File: src/rtl/hazard_pkg.sv
// rtl/hazard_pkg.sv - shared types and parameter limits for the hazard controller
package hazard_pkg;

  localparam int REG_AW_DEFAULT = 5;

  localparam int LOAD_LAT_MIN     = 1;
  localparam int LOAD_LAT_MAX     = 7;
  localparam int FLUSH_CYCLES_MIN = 1;
  localparam int FLUSH_CYCLES_MAX = 4;

  // Widths sized for the maximum legal LOAD_LAT-1 and FLUSH_CYCLES-1.
  localparam int BUSY_W      = 3;
  localparam int FLUSH_CNT_W = 2;

  typedef enum logic {
    ST_RUN   = 1'b0,
    ST_FLUSH = 1'b1
  } hazardState_e;

  function automatic int clampInt(input int value, input int lo, input int hi);
    if (value < lo) return lo;
    if (value > hi) return hi;
    return value;
  endfunction

endpackage

File: src/rtl/load_scoreboard.sv
// rtl/load_scoreboard.sv - per-register load countdown and per-operand hit lookup
module load_scoreboard
  import hazard_pkg::*;
#(
  parameter int NUM_SRC  = 2,
  parameter int LOAD_LAT = 1,
  parameter int REG_AW   = REG_AW_DEFAULT
) (
  input  logic                      clk,
  input  logic                      rst_n,
  input  logic                      advance,
  input  logic                      ex_valid,
  input  logic                      ex_mem_read,
  input  logic [REG_AW-1:0]         ex_rd,
  input  logic [NUM_SRC*REG_AW-1:0] id_rs,
  input  logic [NUM_SRC-1:0]        id_rs_used,
  output logic [NUM_SRC-1:0]        hit
);

  localparam int NUM_REGS = 1 << REG_AW;
  localparam logic [BUSY_W-1:0] BusyLoad = BUSY_W'(LOAD_LAT - 1);

  logic [BUSY_W-1:0] busy [NUM_REGS];
  logic              liveLoad;
  logic              loadIssue;

  assign liveLoad  = ex_valid & ex_mem_read;
  assign loadIssue = liveLoad & (ex_rd != '0);

  // A load in ID/EX covers its own cycle combinationally; the counter covers
  // the remaining LOAD_LAT-1 cycles, so LOAD_LAT=1 never leaves a count behind.
  always_ff @(posedge clk or negedge rst_n) begin
    if (!rst_n) begin
      for (int i = 0; i < NUM_REGS; i++) begin
        busy[i] <= '0;
      end
    end else if (advance) begin
      for (int i = 0; i < NUM_REGS; i++) begin
        if (loadIssue && (ex_rd == REG_AW'(i))) begin
          busy[i] <= BusyLoad;
        end else if (busy[i] != '0) begin
          busy[i] <= busy[i] - BUSY_W'(1);
        end
      end
    end
  end

  for (genvar k = 0; k < NUM_SRC; k++) begin : gOperand
    logic [REG_AW-1:0] rs;
    assign rs     = id_rs[k*REG_AW +: REG_AW];
    assign hit[k] = id_rs_used[k] && (rs != '0) &&
                    ((busy[rs] != '0) || (liveLoad && (ex_rd == rs)));
  end

endmodule

File: src/rtl/pipeline_hazard_ctrl.sv
// rtl/pipeline_hazard_ctrl.sv - load-use stall, branch flush and freeze control
module pipeline_hazard_ctrl
  import hazard_pkg::*;
#(
  parameter int NUM_SRC      = 2,
  parameter int LOAD_LAT     = 1,
  parameter int FLUSH_CYCLES = 1,
  parameter int REG_AW       = REG_AW_DEFAULT
) (
  input  logic                      clk,
  input  logic                      rst_n,
  input  logic                      ex_valid,
  input  logic                      ex_mem_read,
  input  logic [REG_AW-1:0]         ex_rd,
  input  logic [NUM_SRC*REG_AW-1:0] id_rs,
  input  logic [NUM_SRC-1:0]        id_rs_used,
  input  logic                      branch_taken,
  input  logic                      mem_wait,
  output logic                      stall,
  output logic                      pc_write,
  output logic                      if_id_write,
  output logic                      id_ex_bubble,
  output logic                      flush,
  output logic [NUM_SRC-1:0]        hazard_src,
  output logic [15:0]               stall_count
);

  localparam int LoadLatC    = clampInt(LOAD_LAT, LOAD_LAT_MIN, LOAD_LAT_MAX);
  localparam int FlushCycC   = clampInt(FLUSH_CYCLES, FLUSH_CYCLES_MIN, FLUSH_CYCLES_MAX);
  localparam logic [FLUSH_CNT_W-1:0] FlushLoad = FLUSH_CNT_W'(FlushCycC - 1);

  hazardState_e             state;
  hazardState_e             nextState;
  logic [FLUSH_CNT_W-1:0]   flushCnt;
  logic [FLUSH_CNT_W-1:0]   nextFlushCnt;
  logic [NUM_SRC-1:0]       hit;

  load_scoreboard #(
    .NUM_SRC  (NUM_SRC),
    .LOAD_LAT (LoadLatC),
    .REG_AW   (REG_AW)
  ) uScoreboard (
    .clk         (clk),
    .rst_n       (rst_n),
    .advance     (!mem_wait),
    .ex_valid    (ex_valid),
    .ex_mem_read (ex_mem_read),
    .ex_rd       (ex_rd),
    .id_rs       (id_rs),
    .id_rs_used  (id_rs_used),
    .hit         (hit)
  );

  always_ff @(posedge clk or negedge rst_n) begin
    if (!rst_n) begin
      state    <= ST_RUN;
      flushCnt <= '0;
    end else begin
      state    <= nextState;
      flushCnt <= nextFlushCnt;
    end
  end

  // Priority: reset, freeze, flush (FLUSH state or newly accepted branch), stall.
  always_comb begin
    nextState    = state;
    nextFlushCnt = flushCnt;
    stall        = 1'b0;
    id_ex_bubble = 1'b0;
    flush        = 1'b0;
    pc_write     = 1'b1;
    if_id_write  = 1'b1;
    hazard_src   = rst_n ? hit : '0;

    if (!rst_n) begin
      nextState    = ST_RUN;
      nextFlushCnt = '0;
    end else if (mem_wait) begin
      pc_write    = 1'b0;
      if_id_write = 1'b0;
    end else if (state == ST_FLUSH) begin
      // Any branch_taken here belongs to a squashed instruction.
      flush = 1'b1;
      if (flushCnt <= FLUSH_CNT_W'(1)) begin
        nextState    = ST_RUN;
        nextFlushCnt = '0;
      end else begin
        nextFlushCnt = flushCnt - FLUSH_CNT_W'(1);
      end
    end else if (branch_taken) begin
      flush = 1'b1;
      if (FlushLoad != '0) begin
        nextState    = ST_FLUSH;
        nextFlushCnt = FlushLoad;
      end
    end else if (|hit) begin
      stall        = 1'b1;
      id_ex_bubble = 1'b1;
      pc_write     = 1'b0;
      if_id_write  = 1'b0;
    end
  end

  always_ff @(posedge clk or negedge rst_n) begin
    if (!rst_n) begin
      stall_count <= '0;
    end else if (stall && (stall_count != 16'hFFFF)) begin
      stall_count <= stall_count + 16'd1;
    end
  end

endmodule
File: config.mk
export PLATFORM = sky130hd
export DESIGN_NAME = pipeline_hazard_ctrl
export DESIGN_NICKNAME = d
export VERILOG_FILES = /design/src/rtl/hazard_pkg.sv /design/src/rtl/load_scoreboard.sv /design/src/rtl/pipeline_hazard_ctrl.sv
export SDC_FILE = /design/constraint.sdc
export NUM_CORES = 1
export LEC_CHECK = 0
export BUFFER_PORTS_ARGS = -buffer_cell sky130_fd_sc_hd__buf_2
export CAP_MARGIN = 20
export CELL_PAD_IN_SITES_DETAIL_PLACEMENT = 0
export CELL_PAD_IN_SITES_GLOBAL_PLACEMENT = 1
export CORE_ASPECT_RATIO = 1.75
export CORE_MARGIN = 1
export CORE_UTILIZATION = 48
export DETAILED_ROUTE_END_ITERATION = 6
export PLACE_DENSITY = 0.77
export RECOVER_POWER = 100
export SLEW_MARGIN = 15
export SYNTH_ARGS = -nofsm -noshare
export SYNTH_HDL_FRONTEND = slang
export SYNTH_HIERARCHICAL = 1
export SYNTH_SLANG_ARGS = --single-unit
File: constraint.sdc
create_clock -name clk -period 3.7 [get_ports clk]
set_input_delay 0.185 -clock clk [delete_from_list [all_inputs] [get_ports clk]]
set_output_delay 0.185 -clock clk [all_outputs]
set_load 0.02 [all_outputs]
[Yosys cells after proc, flatten, opt, wreduce, memory -nomap -nowiden]
Cells that the tools add are included.
Storage, ports and cells
  output and inout port bits: 23
  logic and storage cells: 351
  register bits: 115
  input port bits: 23
Operators by class
  reductions and logical operators: 145
  eq/ne operators: 36
  bitwise logic cells: 5
  $lt $le $gt $ge: 3
  add/subtract/negate cells: 34
  multiplexer cells: 93
Operator list (count)
  2-to-1 mux 3 bit: 68
  nonzero test 3 bit: 34
  subtractor 3 x 1 -> 3 bit (second input constant): 32
  equality test 5 bit (second input constant): 16
  AND reduction 2 bit: 33
  nonzero test 2 bit: 32
  equality test 5 x 4 -> 1 bit (second input constant): 8
  logical AND 1 bit: 39
  binary-select mux 3 bit (select 5 bit): 2
  equality test 5 x 3 -> 1 bit (second input constant): 4
  2-to-1 mux 1 bit: 18
  adder 16 x 1 -> 16 bit (second input constant): 1
  inequality test 16 bit (second input constant): 1
  nonzero test 5 bit: 3
  greater-or-equal comparator 6 bit (second input constant): 2
  NOT 5 -> 6 bit: 2
  equality test 5 x 2 -> 1 bit (second input constant): 2
  equality test 5 bit: 2
  2-to-1 mux 2 bit: 5
  equality test 5 x 1 -> 1 bit (second input constant): 1
  zero test 5 bit: 1
  bitwise AND 1 bit: 2
  less-or-equal comparator 2 x 1 -> 1 bit (second input constant): 1
  logical OR 1 bit: 2
  other kinds (5): 5

[Depth between registers and ports, before layout]
Gate-level depths: netlist (run 1).
  depth in word-level cells: 14
  depth in mapped cells: 13
  depth with buffers taken out: 11

[Modules after synthesis]
The synthesis (run 1) kept the hierarchy.
By module, submodules not included
  load_scoreboard: cells an instance 698, area an instance 6401.1 µm², instances 1, seq. area each 2402.3 µm²
  pipeline_hazard_ctrl: cells an instance 95, area an instance 982.2 µm², instances 1, seq. area each 475.5 µm²

[Least setup slack after synthesis (run 1)]
OpenSTA, ideal clock, no wires.
  path kind: register to register
  start: register uScoreboard/busy[27] (netlist name)
  end: register stall_count[14]
  arrival: 2.849 ns
  period minus slack after synthesis: 2.976 ns
  cell stages (with the launch flop): 12
  library setup time: 0.128 ns
  path buffers: 0
  required time: 3.572 ns
  path slack: 0.724 ns
  cells stage by stage: dfrtp_1 > nor2_1 > mux4_2 > and4_1 > or4_1 > a31oi_1 > nor2_1 > or4_4 > clkinv_4 > nand4_2 > nor2_1 > mux2_1
Between the ends
  word-level cells in the longest chain between the ends: 13
  elaborated cells between the ends (all ways): 19
  classes of those cells: mux (11); reduce/logical (8)
Ends and longest elaborated chain
  from (decl): RTL line load_scoreboard.sv:23  | logic [BUSY_W-1:0] busy [NUM_REGS];
  from (signal, indexed assignment): RTL line load_scoreboard.sv:40  | busy[i] <= BusyLoad;
  from (signal, indexed assignment): RTL line load_scoreboard.sv:42  | busy[i] <= busy[i] - BUSY_W'(1);
  binary-select mux 3 bit (select 5 bit): RTL line load_scoreboard.sv:52  | ((busy[rs] != '0) || (liveLoad && (ex_rd == rs)));
  2-to-1 mux 3 bit (implied by the code) (2 in series): RTL line load_scoreboard.sv:52
  nonzero test 3 bit: RTL line load_scoreboard.sv:52
  logical OR 1 bit: RTL line load_scoreboard.sv:52
  logical AND 1 bit: RTL line load_scoreboard.sv:51  | assign hit[k] = id_rs_used[k] && (rs != '0) &&
  named net hit[1]: RTL line pipeline_hazard_ctrl.sv:36  | logic [NUM_SRC-1:0] hit;
  OR reduction 2 bit: RTL line pipeline_hazard_ctrl.sv:96  | end else if (|hit) begin
  2-to-1 mux 1 bit (5 in series)
  named net id_ex_bubble: RTL line pipeline_hazard_ctrl.sv:22  | output logic id_ex_bubble,
  logical AND 1 bit: RTL line pipeline_hazard_ctrl.sv:107  | end else if (stall && (stall_count != 16'hFFFF)) begin
  to (signal assigned): RTL line pipeline_hazard_ctrl.sv:108  | stall_count <= stall_count + 16'd1;
  to (decl): RTL line pipeline_hazard_ctrl.sv:25  | output logic [15:0] stall_count
The timed path passes the listed nets, and every way through them passes these cells. The select of a mux whose other input is x is not followed.
A chain may end at the register's enable or synchronous reset.

[Worst setup path after layout (run 1)]
  start: register uScoreboard/busy[33] (netlist name)
  end: output id_ex_bubble
Between the ends
  word-level cells in the longest chain between the ends: 12
  elaborated cells between the ends (all ways): 18
  classes of those cells: mux (11); reduce/logical (7)
Ends and longest elaborated chain
  binary-select mux 3 bit (select 5 bit): RTL line load_scoreboard.sv:52
  2-to-1 mux 3 bit (implied by the code) (2 in series): RTL line load_scoreboard.sv:52
  nonzero test 3 bit: RTL line load_scoreboard.sv:52
  logical OR 1 bit: RTL line load_scoreboard.sv:52
  logical AND 1 bit: RTL line load_scoreboard.sv:51
  named net hit[1]: RTL line pipeline_hazard_ctrl.sv:36
  OR reduction 2 bit: RTL line pipeline_hazard_ctrl.sv:96
  2-to-1 mux 1 bit: RTL line pipeline_hazard_ctrl.sv:96
  2-to-1 mux 1 bit: RTL line pipeline_hazard_ctrl.sv:90  | end else if (branch_taken) begin
  2-to-1 mux 1 bit: RTL line pipeline_hazard_ctrl.sv:81  | end else if (state == ST_FLUSH) begin
  2-to-1 mux 1 bit: RTL line pipeline_hazard_ctrl.sv:78  | end else if (mem_wait) begin
  2-to-1 mux 1 bit: RTL line pipeline_hazard_ctrl.sv:75  | if (!rst_n) begin
  to (decl): RTL line pipeline_hazard_ctrl.sv:22
The timed path passes the listed nets, and every way through them passes these cells. The select of a mux whose other input is x is not followed.

==> results of run 1 <==
==> synthesized netlist by cell type (all sizes together) (6+ instances only) <==
cell type  count
mux4          11
or3           23
buf           12
nor4          13
dfrtp        115
o2bb2ai       48
mux2i         10
a21oi         13
nor2          67
nand2         42
nand2b         6
xor2          15
clkbuf        18
nand3b         6
ha            65
nor3          33
o21ai         46
nand4          8
inv          122
o22ai          7
a21o          21
xnor2          7
or4            6
nand3         14
==> registers in the layout, summed over array words and instances (netlist names) <==
name / flops
flushCnt: 2
stall_count: 16
uScoreboard/busy: 96
state: 1
==> layer usage <==
metal	share of wire [%]	vias to the layer above	wire, µm
met1	39	3041	7850
met3	4.7	41	942
met2	53	179	10500
met4	3.3	0	652
li1	-	2889	-
met5	0	-	0
==> path summary, 6_finish.rpt <==
check                                      from                    to  slack [ns]  depth (start not counted)
max                        uScoreboard/busy[33]          id_ex_bubble        0.29                          9
min                                    mem_wait                 state        0.06                          2
max reg2reg                uScoreboard/busy[33]       stall_count[14]        0.33                         11
min reg2reg                uScoreboard/busy[72]  uScoreboard/busy[72]        0.48                          1
max in group asynchronous                 rst_n  uScoreboard/busy[32]        0.96                          3
min in group asynchronous                 rst_n        stall_count[9]        0.55                          2
==> power by group through the flow <==
stage          combinational [W]  sequential (W)  clock, W
3_5_place_dp             0.00259         0.00239         0
5_1_grt                  0.00300         0.00247   0.00179
2_1_floorplan            0.00192         0.00225         0
3_3_place_gp             0.00238         0.00236         0
6_report                 0.00257         0.00239   0.00170
4_1_cts                  0.00261         0.00238   0.00173
==> metrics by stage <==
step	power (W)	instance area [µm²]	hold slack [ns]	worst slack [ns]
6_report	0.00666	8280	0.0614	0.289
5_1_grt	0.00726	8280	0.0668	0.0979
4_1_cts	0.00672	8340	0.0612	0.386
3_5_place_dp	0.00498	7740	0.478	0.464
3_3_place_gp	0.00474	7720	0.465	0.544
2_1_floorplan	0.00417	7380	-0.111	0.724
==> layout make-up <==
cell class	instances	area, µm²
Timing Repair Buffer	51	246
Fill cell	1367	6640
Clock buffer	23	478
Tap cell	183	229
Clock inverter	9	128
Sequential cell	115	2880
Inverter	123	467
Multi-Input combinational cell	525	3850
==> cell families after synthesis <==
| family | Yosys count |
|---|---|
| simple gates | 241 |
| compound gates | 172 |
| buf+inv | 153 |
| flops | 115 |
| fa+ha+maj | 65 |
| mux | 25 |
| xor+xnor | 22 |
==> worst register-to-register path: cells and delay by family (launching register included) <==
kind	cells	cell delay (ns)
multiplexers	2	0.77
AND/OR/NAND/NOR	7	1.71
flip-flops	1	0.40
AO/OA/AOI/OAI	1	0.25
buffers and inverters	1	0.11
==> impl_summary.log, run 1 <==
[metrics] Yosys top cell by area: sky130_fd_sc_hd__dfrtp_1
[metrics] depth of the CTS H-tree: 4
[metrics] Std-Cell Core Area: roughly 15000 µm²
[metrics] router iterations before antenna repair: 5
[metrics] cell family contributing the most delay on the critical path: simple AND/OR/NAND/NOR gates
[metrics] CTS Buffer Depth: 2
[metrics] critical path data required time: ~3.5 ns
[metrics] first-pass GRT wire length: 32500 µm
[metrics] DRC violation count after routing: 0
[metrics] Warnings, synthesis: 6
[metrics] skew final: 0.00822 ns
[metrics] Slew Limit Headroom: -22.8%
[metrics] number of max-slew violations in the final report: between 70 and 80
[metrics] switching portion of total power: 38.3%
[metrics] post-DR wirelength/cell: 19.4 µm
[metrics] routability congestion estimate: 0.863
[metrics] share of synthesized area occupied by flip-flops and latches: 39.0%
[metrics] portion of netlist area occupied by mux cells: 5.37%
[metrics] maximum VDD drop: 0.483 mV
[metrics] number of buffers inserted by port buffering: 45
[metrics] floorplan die area: 15900 µm²
[metrics] leading cell type in the layout, fill and taps excluded: sky130_fd_sc_hd__inv_1
[metrics] number of hold-slack violations in the final timing report: 0
[metrics] antenna violations before repair: 0
[metrics] Min-Delay Path Class: in -> reg
[metrics] total routing usage reported by global routing: 27.0%
[metrics] clock insertion delay at the later pin of the skew report: a little over 0.4 ns
[metrics] CTS clock-pin slew for the worst setup and hold paths: roughly 0.050 ns
[metrics] number of flops mapped to enable cells by yosys: 0
[metrics] list of cells traversed by the critical path: nor2_1 -> mux4_2 -> and4_1 -> or4_1 -> a31oi_1 -> nor2_1 -> or4_1 -> clkinv_4 -> buf_2
[metrics] clock buffer count from CTS: 17
[metrics] Critical Setup Path Class: reg -> out
[metrics] unrepaired setup endpoints after global routing: false
[metrics] final critical path time including I/O delays and setup: around 3.4 ns
[metrics] Antenna Violating Nets Remaining: 0
[metrics] post-DR vias/cell: approximately 6
[metrics] iteration-0 DRC count of the detailed router: slightly below 500
[metrics] synthesized instance count: between 700 and 800
[metrics] fraction of met1 tracks used by global routing: 31.9%
[metrics] number of buffers inserted by post-CTS setup repair: 0
[metrics] final standard cell utilization of the core: 55.5%
[metrics] stage delay of the slowest cell on the critical path: 0.55 ns
[metrics] count of antenna diodes in the layout: 0
[metrics] final standard cell count with taps included and fillers excluded: between 1000 and 1500
[metrics] register share of total power: a little over a third
[metrics] total standard cell area after synthesis: ~7400 µm²
[metrics] total nets after synthesis: just under 900
[metrics] die height: 166 µm
[metrics] post-detailed-placement half-perimeter wirelength: around 15000 µm
[metrics] predominant post-synthesis flop cell: sky130_fd_sc_hd__dfrtp_1
[metrics] most congested layer reported by global routing: met2
[metrics] CP Max Fanout: 6
[metrics] peak clock frequency supported by timing: ~290 MHz
[metrics] setup violation total in the final timing report: 0
[metrics] CTS tree: yes
[metrics] clock group share of total power: 25.5%
[metrics] share of layout cells above drive strength 1: 9.10%
[metrics] pin count of the biggest net entering global routing: 73
[metrics] summed negative setup slack over all endpoints: 0 ns
[metrics] run status: finished with violations
[metrics] count of pins on the block boundary: 46
[metrics] Post-Synth XOR/XNOR Area: 2.61%
[metrics] residual overflow from global routing: 0
[metrics] critical path endpoint category: output port
[metrics] commonest non-fill, non-tap cells in the layout: sky130_fd_sc_hd__inv_1, sky130_fd_sc_hd__dfrtp_1, sky130_fd_sc_hd__nor2_1
[metrics] layout overhead on the synthesized area: 12.1%
[metrics] library cell contributing the largest single delay on the critical path: sky130_fd_sc_hd__or4_1
[metrics] met2 Use GR: 47.4%
[metrics] Clock Sinks: ~120
[metrics] Cell Rows: 59
[metrics] met3 capacity usage during global routing: 5.08%
[metrics] number of distinct library cells after synthesis: 64
[metrics] number of gates resized after cts: 0
[metrics] max capacitance violation total: 1
[metrics] Mapped Avg Cell Area: ~9.3 µm²
[metrics] die outline width: about 96 µm
[metrics] Vias: 6150
[metrics] Pleak: 3.95 nW
[metrics] share of synthesized cell area in full adder, half adder and majority cells: 11.0%
[metrics] share of Yosys cell area claimed by the top area cell type: approximately 40%
[metrics] cell internal power dissipation: 0.00411 W
[metrics] net load switching power: 0.00255 W
[metrics] final wirelength: 19900 µm
[metrics] clock root buffer: sky130_fd_sc_hd__clkbuf_16
[metrics] startpoint type of the worst setup path: flip-flop
[metrics] post-route clock period utilization: 92.2%
[metrics] transition at the pin with the smallest max-transition slack: roughly 1.8 ns
[metrics] # hold bufs at CTS: 0
[metrics] fraction of the mapped netlist area in compound gates: 16.9%
[metrics] share of synthesized cell area in and, or, nand and nor gates: 16.7%
[metrics] combinational group share of total power: 38.6%
[metrics] Nets: 921
[metrics] areal power density over the cells: 805 nW/µm²
[metrics] largest cells by area after synthesis: sky130_fd_sc_hd__dfrtp_1, sky130_fd_sc_hd__ha_1, sky130_fd_sc_hd__inv_1, sky130_fd_sc_hd__o2bb2ai_1, sky130_fd_sc_hd__nor2_1
[metrics] register bit total from synthesis: 115
[metrics] largest family of logic cells by synthesized area: compound AO/OA/AOI/OAI gates
[metrics] Initial Utilization: around half
[metrics] Synth async-reset ratio: 100%
[metrics] vias in the first global route: between 6000 and 7000
[metrics] worst path arrival time: 3.23 ns
[metrics] failing checks: max-capacitance violations, max-slew violations
[metrics] number of buffer and inverter instances along the worst setup path: 2
[metrics] Placed Cells incl. Taps: 997
Power figures use the tool's default switching activity.
==> inputs of run 2 (changes only) <==
--- a/config.mk
+++ b/config.mk
@@ -14,7 +14,7 @@
 export CORE_UTILIZATION = 48
 export DETAILED_ROUTE_END_ITERATION = 6
 export PLACE_DENSITY = 0.77
-export RECOVER_POWER = 100
+export RECOVER_POWER = 25
 export SLEW_MARGIN = 15
 export SYNTH_ARGS = -nofsm -noshare
 export SYNTH_HDL_FRONTEND = slang
==> run 2 against run 1 <==
  * Clock power barely moved
  * The flow still finishes with violations (max-capacitance violations, max-slew violations)
  * Wire length barely moved
  * Sequential power barely moved
  * Critical path depth did not move
==> impl_summary.log, run 2 (synthesis results as in run 1) <==
[metrics] post-route clock period utilization: about nine tenths
[metrics] unrepaired setup endpoints after global routing: false
[metrics] number of gates resized after cts: 0
[metrics] transition at the pin with the smallest max-transition slack: 1.84 ns
[metrics] failing checks: max-capacitance violations, max-slew violations
[metrics] post-detailed-placement half-perimeter wirelength: around 15000 µm
[metrics] setup slack of the most critical reg-to-reg path: approximately 0.43 ns
[metrics] commonest non-fill, non-tap cells in the layout: sky130_fd_sc_hd__inv_1, sky130_fd_sc_hd__dfrtp_1, sky130_fd_sc_hd__nor2_1
[metrics] largest registers: uScoreboard/busy (96), stall_count (16), flushCnt (2)
[metrics] count of pins on the block boundary: 46
[metrics] combinational group share of total power: 38.9%
[metrics] Worst Slack Setup Final: 0.356 ns
[metrics] critical path data required time: 3.51 ns
[metrics] skew final: 0.00824 ns
[metrics] dpl ws: 0.464 ns
[metrics] destination of the critical timing path: id_ex_bubble
[metrics] clock group share of total power: 25.4%
[metrics] pin count of the biggest net entering global routing: 73
[metrics] worst path arrival time: 3.16 ns
[metrics] CTS tree: yes
[metrics] number of max-slew violations in the final report: 73
[metrics] clock buffer count from CTS: 17
[metrics] Std-Cell Core Area: 14900 µm²
[metrics] startpoint type of the worst setup path: flip-flop
[metrics] clock insertion delay at the later pin of the skew report: 0.41 ns
[metrics] depth of the CTS H-tree: 4
[metrics] max reg flops: 96
[metrics] Cell Rows: 59
[metrics] cell family contributing the most delay on the critical path: simple AND/OR/NAND/NOR gates
[metrics] first-pass GRT wire length: 32500 µm
[metrics] CTS clock-pin slew for the worst setup and hold paths: 0.05 ns
[metrics] # hold bufs at CTS: 0
[metrics] Critical Setup Path Class: reg -> out
[metrics] areal power density over the cells: 801 nW/µm²
[metrics] final critical path time including I/O delays and setup: 3.34 ns
[metrics] CP Max Fanout: 6
[metrics] post-DR vias/cell: 5.92
[metrics] Antenna Violating Nets Remaining: 0
[metrics] count of cell instances traversed by the critical path: 9
[metrics] cell internal power dissipation: 0.00412 W
[metrics] final standard cell count with taps included and fillers excluded: approximately 1000
[metrics] iteration-0 DRC count of the detailed router: 444
[metrics] vias in the first global route: 6467
[metrics] routability congestion estimate: 0.863
[metrics] largest register by flop count: uScoreboard/busy
[metrics] total power of the final layout: approximately 0.0067 W
[metrics] peak clock frequency supported by timing: 299 MHz
[metrics] Slew Limit Headroom: -22.4%
[metrics] die outline width: roughly 96 µm
[metrics] worst r2r src: uScoreboard/busy[33]
[metrics] Nets: 921
[metrics] switching portion of total power: 38.2%
[metrics] final wirelength: 19900 µm
[metrics] stage delay of the slowest cell on the critical path: 0.55 ns
[metrics] die height: 166 µm
[metrics] Pleak: roughly 4 nW
[metrics] Vias: 6087
[metrics] count of antenna diodes in the layout: 0
[metrics] number of buffers inserted by port buffering: 45
[metrics] run status: finished with violations
[metrics] net load switching power: 0.00255 W
[metrics] leading cell type in the layout, fill and taps excluded: sky130_fd_sc_hd__inv_1
[metrics] list of cells traversed by the critical path: nor2_1 -> mux4_2 -> and4_1 -> or4_1 -> a31oi_1 -> nor2_1 -> or4_4 -> clkinv_4 -> buf_2
[metrics] share of layout cells above drive strength 1: 12.2%
[metrics] DRC violation count after routing: 0
[metrics] layout overhead on the synthesized area: 12.9%
[metrics] summed negative setup slack over all endpoints: 0 ns
[metrics] Placed Cells incl. Taps: 997
[metrics] number of hold-slack violations in the final timing report: 0
[metrics] router iterations before antenna repair: 5
[metrics] floorplan die area: ~16000 µm²
[metrics] critical path endpoint category: output port
[metrics] post-DR wirelength/cell: 19.4 µm
[metrics] antenna violations before repair: 0
[metrics] Min-Delay Path Class: in -> reg
[metrics] cell type with the highest occurrence count on the critical path: sky130_fd_sc_hd__nor2_1
[metrics] CTS Buffer Depth: 2
[metrics] number of buffers inserted by post-CTS setup repair: 0
[metrics] number of buffer and inverter instances along the worst setup path: 2
[metrics] total routing usage reported by global routing: 27.0%
[metrics] setup violation total in the final timing report: 0
[metrics] maximum VDD drop: 0.483 mV
[metrics] residual overflow from global routing: 0
[metrics] Initial Utilization: 49.5%
[metrics] depth of the most critical reg-to-reg path: 11
[metrics] clock root buffer: sky130_fd_sc_hd__clkbuf_16
[metrics] register share of total power: approximately 36%
[metrics] library cell contributing the largest single delay on the critical path: sky130_fd_sc_hd__or4_1
[metrics] max capacitance violation total: 1
[metrics] end of the worst register-to-register path: stall_count[14]
[metrics] Clock Sinks: 115
[metrics] first element of the critical path: uScoreboard/busy[33]
run 2: changes by cell type in the layout (fill, tap and decap cells not counted), sizes merged:
cell    delta
clkbuf    -21
buf       +21
run 2: final cells by class:
class	count	area, µm²
inverters	123	467
flip-flops and latches	115	2880
well taps	183	229
clock inverters	9	128
multi-input cells	525	3880
fillers	1346	6570
clock buffers	23	478
repair buffers	51	274
run 2: how the worst min path moves through the flow:
stage,cells after the start,slack (ns),startpoint,endpoint
floorplan,0,-0.11,rst_n,flushCnt[0]
global placement,1,0.47,uScoreboard/busy[54],uScoreboard/busy[54]
detailed placement,1,0.48,uScoreboard/busy[72],uScoreboard/busy[72]
CTS,2,0.06,mem_wait,state
global route,2,0.07,mem_wait,state
finish,2,0.06,mem_wait,state
run 2: power groups by stage:
stage	Sequential, W	Clock, W	Combinational (W)
finish	0.00239	0.00170	0.00259
global route	0.00247	0.00179	0.00301
CTS	0.00238	0.00173	0.00261
detailed placement	0.00239	0	0.00259
global placement	0.00236	0	0.00238
floorplan	0.00225	0	0.00192
run 2: worst register-to-register path, cell delays in order (launching register included):
cell and delay, ns:
sky130_fd_sc_hd__dfrtp_1 0.40, sky130_fd_sc_hd__nor2_1 0.09, sky130_fd_sc_hd__mux4_2 0.45, sky130_fd_sc_hd__and4_1 0.18, sky130_fd_sc_hd__or4_1 0.55, sky130_fd_sc_hd__a31oi_1 0.25, sky130_fd_sc_hd__nor2_1 0.10, sky130_fd_sc_hd__or4_4 0.47
sky130_fd_sc_hd__clkinv_4 0.10, sky130_fd_sc_hd__nand4_2 0.12, sky130_fd_sc_hd__nor2_1 0.12, sky130_fd_sc_hd__mux2_1 0.32
run 2: stage by stage:
| step | utilization [%] | hold slack [ns] | area [µm²] |
|---|---|---|---|
| final | 55.9 | 0.0632 | 8340 |
| after global placement | 51.8 | 0.465 | 7720 |
| after CTS | 56.0 | 0.0612 | 8340 |
| after detailed placement | 51.9 | 0.478 | 7740 |
| after floorplan | - | -0.111 | 7380 |
| after global routing | 55.9 | 0.0668 | 8340 |
run 2: layer usage:
layer  wire length (µm)  vias to the layer above  GRT usage (%)
met3                907                       37           5.08
li1                   -                     2894              -
met4                598                        0           10.4
met5                  0                        -              0
met2              10500                      168           47.4
met1               7890                     2988           31.9
==> inputs of run 3 (changes only) <==
--- a/config.mk
+++ b/config.mk
@@ -11,9 +11,10 @@
 export CELL_PAD_IN_SITES_GLOBAL_PLACEMENT = 1
 export CORE_ASPECT_RATIO = 1.75
 export CORE_MARGIN = 1
-export CORE_UTILIZATION = 48
+export CORE_UTILIZATION = 49
+export CTS_BUF_LIST = sky130_fd_sc_hd__clkbuf_8
 export DETAILED_ROUTE_END_ITERATION = 6
-export PLACE_DENSITY = 0.77
+export PLACE_DENSITY = 0.78
 export RECOVER_POWER = 25
 export SLEW_MARGIN = 15
 export SYNTH_ARGS = -nofsm -noshare
==> run 3 against run 2 <==
  * The run still ends with max-capacitance violations, max-slew violations left
  * Hold slack better by 0.20 ns
  * Via count up 2.0%
  * Clock skew rose by 0.0078 ns
  * Register-to-register slack improved by 0.03 ns
  * Cell count up 0.29%
  * Count of clock-buffer cells in the layout is 5 lower
  * Final area shrank 2.2%
  * Combinational power about the same
==> impl_summary.log, run 3 (synthesis results as in run 1) <==
[metrics] router iterations before antenna repair: 5
[metrics] max capacitance violation total: 1
[metrics] setup violation total in the final timing report: 0
[metrics] vias in the first global route: 6261
[metrics] summed negative setup slack over all endpoints: 0 ns
[metrics] die height: about 160 µm
[metrics] leading cell type in the layout, fill and taps excluded: sky130_fd_sc_hd__inv_1
[metrics] routability congestion estimate: 0.880
[metrics] transition at the pin with the smallest max-transition slack: 1.93 ns
[metrics] final standard cell count with taps included and fillers excluded: 1032
[metrics] Std-Cell Core Area: 14800 µm²
[metrics] clock buffer count from CTS: 17
[metrics] DRC violation count after routing: 0
[metrics] cell family contributing the most delay on the critical path: simple AND/OR/NAND/NOR gates
[metrics] layout filler cell count: 1385
[metrics] CTS Buffer Depth: 2
[metrics] floorplan die area: 15600 µm²
[metrics] clock insertion delay at the later pin of the skew report: 0.45 ns
[metrics] peak clock frequency supported by timing: about 300 MHz
[metrics] Antenna Violating Nets Remaining: 0
[metrics] Vias: 6210
[metrics] critical path data required time: 3.51 ns
[metrics] cell type with the highest occurrence count on the critical path: sky130_fd_sc_hd__nor2_1
[metrics] CTS clock-pin slew for the worst setup and hold paths: around 0.08 ns
[metrics] largest register by flop count: uScoreboard/busy
[metrics] critical path endpoint category: output port
[metrics] clock root buffer: sky130_fd_sc_hd__clkbuf_8
[metrics] number of hold-slack violations in the final timing report: 0
[metrics] Critical Setup Path Class: reg -> out
[metrics] residual overflow from global routing: 0
[metrics] unrepaired setup endpoints after global routing: false
[metrics] max reg flops: 96
[metrics] total routing usage reported by global routing: 26.8%
[metrics] final wirelength: 19600 µm
[metrics] antenna violations before repair: 1
[metrics] list of cells traversed by the critical path: nor2_1 -> mux4_2 -> and4_1 -> or4_1 -> a31oi_1 -> nor2_1 -> or4_4 -> clkinv_4 -> buf_2
[metrics] CP Max Fanout: 6
[metrics] Slew Limit Headroom: -28.9%
[metrics] post-DR vias/cell: around 6
[metrics] post-route clock period utilization: 90.7%
[metrics] share of layout cells above drive strength 1: 10.5%
[metrics] final critical path time including I/O delays and setup: 3.36 ns
[metrics] setup slack of the most critical reg-to-reg path: between 0.4 and 0.5 ns
[metrics] Min-Delay Path Class: in -> reg
[metrics] count of pins on the block boundary: 46
[metrics] maximum VDD drop: 0.357 mV
[metrics] Clock Sinks: 115
[metrics] Initial Utilization: 50.0%
[metrics] areal power density over the cells: 755 nW/µm²
[metrics] count of antenna diodes in the layout: 0
[metrics] number of buffers inserted by post-CTS setup repair: 0
[metrics] iteration-0 DRC count of the detailed router: 332
[metrics] Pleak: approximately 3.9 nW
[metrics] Nets: 924
[metrics] failing checks: max-capacitance violations, max-slew violations
[metrics] number of buffers inserted by port buffering: 45
[metrics] largest registers: uScoreboard/busy (96), stall_count (16), flushCnt (2)
[metrics] Placed Cells incl. Taps: 998
[metrics] depth of the CTS H-tree: 4
[metrics] commonest non-fill, non-tap cells in the layout: sky130_fd_sc_hd__inv_1, sky130_fd_sc_hd__dfrtp_1, sky130_fd_sc_hd__nor2_1
[metrics] number of max-slew violations in the final report: 38
[metrics] number of buffer and inverter instances along the worst setup path: 2
[metrics] startpoint type of the worst setup path: flip-flop
[metrics] worst path arrival time: 3.17 ns
[metrics] library cell contributing the largest single delay on the critical path: sky130_fd_sc_hd__or4_1
[metrics] layout overhead on the synthesized area: 10.4%
[metrics] post-detailed-placement half-perimeter wirelength: 14500 µm
[metrics] die outline width: 94.8 µm
[metrics] post-DR wirelength/cell: ~19 µm
[metrics] stage delay of the slowest cell on the critical path: 0.51 ns
[metrics] CTS tree: yes
[metrics] pin count of the biggest net entering global routing: 74
[metrics] first-pass GRT wire length: 31400 µm
[metrics] skew final: 0.0160 ns
[metrics] run status: finished with violations
[metrics] Cell Rows: 59
-- run 3: worst reg2reg max path: stages (launching register included) --
cell and delay, ns:
sky130_fd_sc_hd__dfrtp_1 0.42, sky130_fd_sc_hd__nor2_1 0.07, sky130_fd_sc_hd__mux4_2 0.46, sky130_fd_sc_hd__and4_1 0.18
sky130_fd_sc_hd__or4_1 0.51, sky130_fd_sc_hd__a31oi_1 0.23, sky130_fd_sc_hd__nor2_1 0.11, sky130_fd_sc_hd__or4_4 0.49
sky130_fd_sc_hd__clkinv_4 0.10, sky130_fd_sc_hd__nand4_2 0.11, sky130_fd_sc_hd__nor2_1 0.12, sky130_fd_sc_hd__mux2_1 0.32
-- run 3: per-layer routing --
metal / up-vias / routed length (µm) / track usage [%]
li1: 2890 / - / -
met1: 3068 / 7770 / 30.2
met2: 196 / 10200 / 47.7
met3: 54 / 879 / 4.70
met4: 2 / 735 / 13.4
met5: - / 13 / 0
-- run 3: path summary, 6_finish.rpt --
| path | start | end | depth (start not counted) |
|---|---|---|---|
| min reg2reg | uScoreboard/busy[54] | uScoreboard/busy[54] | 1 |
| min in group asynchronous | rst_n | state | 3 |
| min | branch_taken | stall_count[0] | 4 |
| max reg2reg | uScoreboard/busy[27] | stall_count[14] | 11 |
| max in group asynchronous | rst_n | uScoreboard/busy[73] | 4 |
| max | uScoreboard/busy[27] | stall | 9 |
-- run 3: what timing repair did --
item	in CTS	in global routing
hold buffers	2	0
gates resized for setup	0	0
hold endpoints to repair	43	0
-- run 3: area by class of cell --
cell class / count / area (µm²) / area share [%]
clock buffers: 18 / 248 / 3.04
clock inverters: 14 / 155 / 1.90
inverters: 123 / 467 / 5.72
multi-input cells: 525 / 3880 / 47.7
flip-flops and latches: 115 / 2880 / 35.3
well taps: 183 / 229 / 2.81
repair buffers: 54 / 292 / 3.58
-- run 3: stage by stage --
| stage | setup WS [ns] | power (W) | utilization [%] | hold slack, ns | area (µm²) |
|---|---|---|---|---|---|
| global route | 0.199 | 0.00671 | 55.2 | 0.266 | 8150 |
| finish | 0.344 | 0.00615 | 55.2 | 0.261 | 8150 |
| detailed placement | 0.482 | 0.00497 | 52.6 | 0.382 | 7760 |
| global placement | 0.553 | 0.00473 | 52.4 | 0.374 | 7730 |
| CTS | 0.326 | 0.00620 | 55.4 | 0.239 | 8180 |
| floorplan | 0.724 | 0.00417 | - | -0.111 | 7380 |
-- run 3: report_power, final --
part / switching, W / internal (W) / leakage [nW]
clock: 0.000588 / 0.000622 / 0.188
sequential: 0.000559 / 0.00182 / 1.43
combinational: 0.00139 / 0.00118 / 2.27
total: 0.00253 / 0.00362 / 3.89
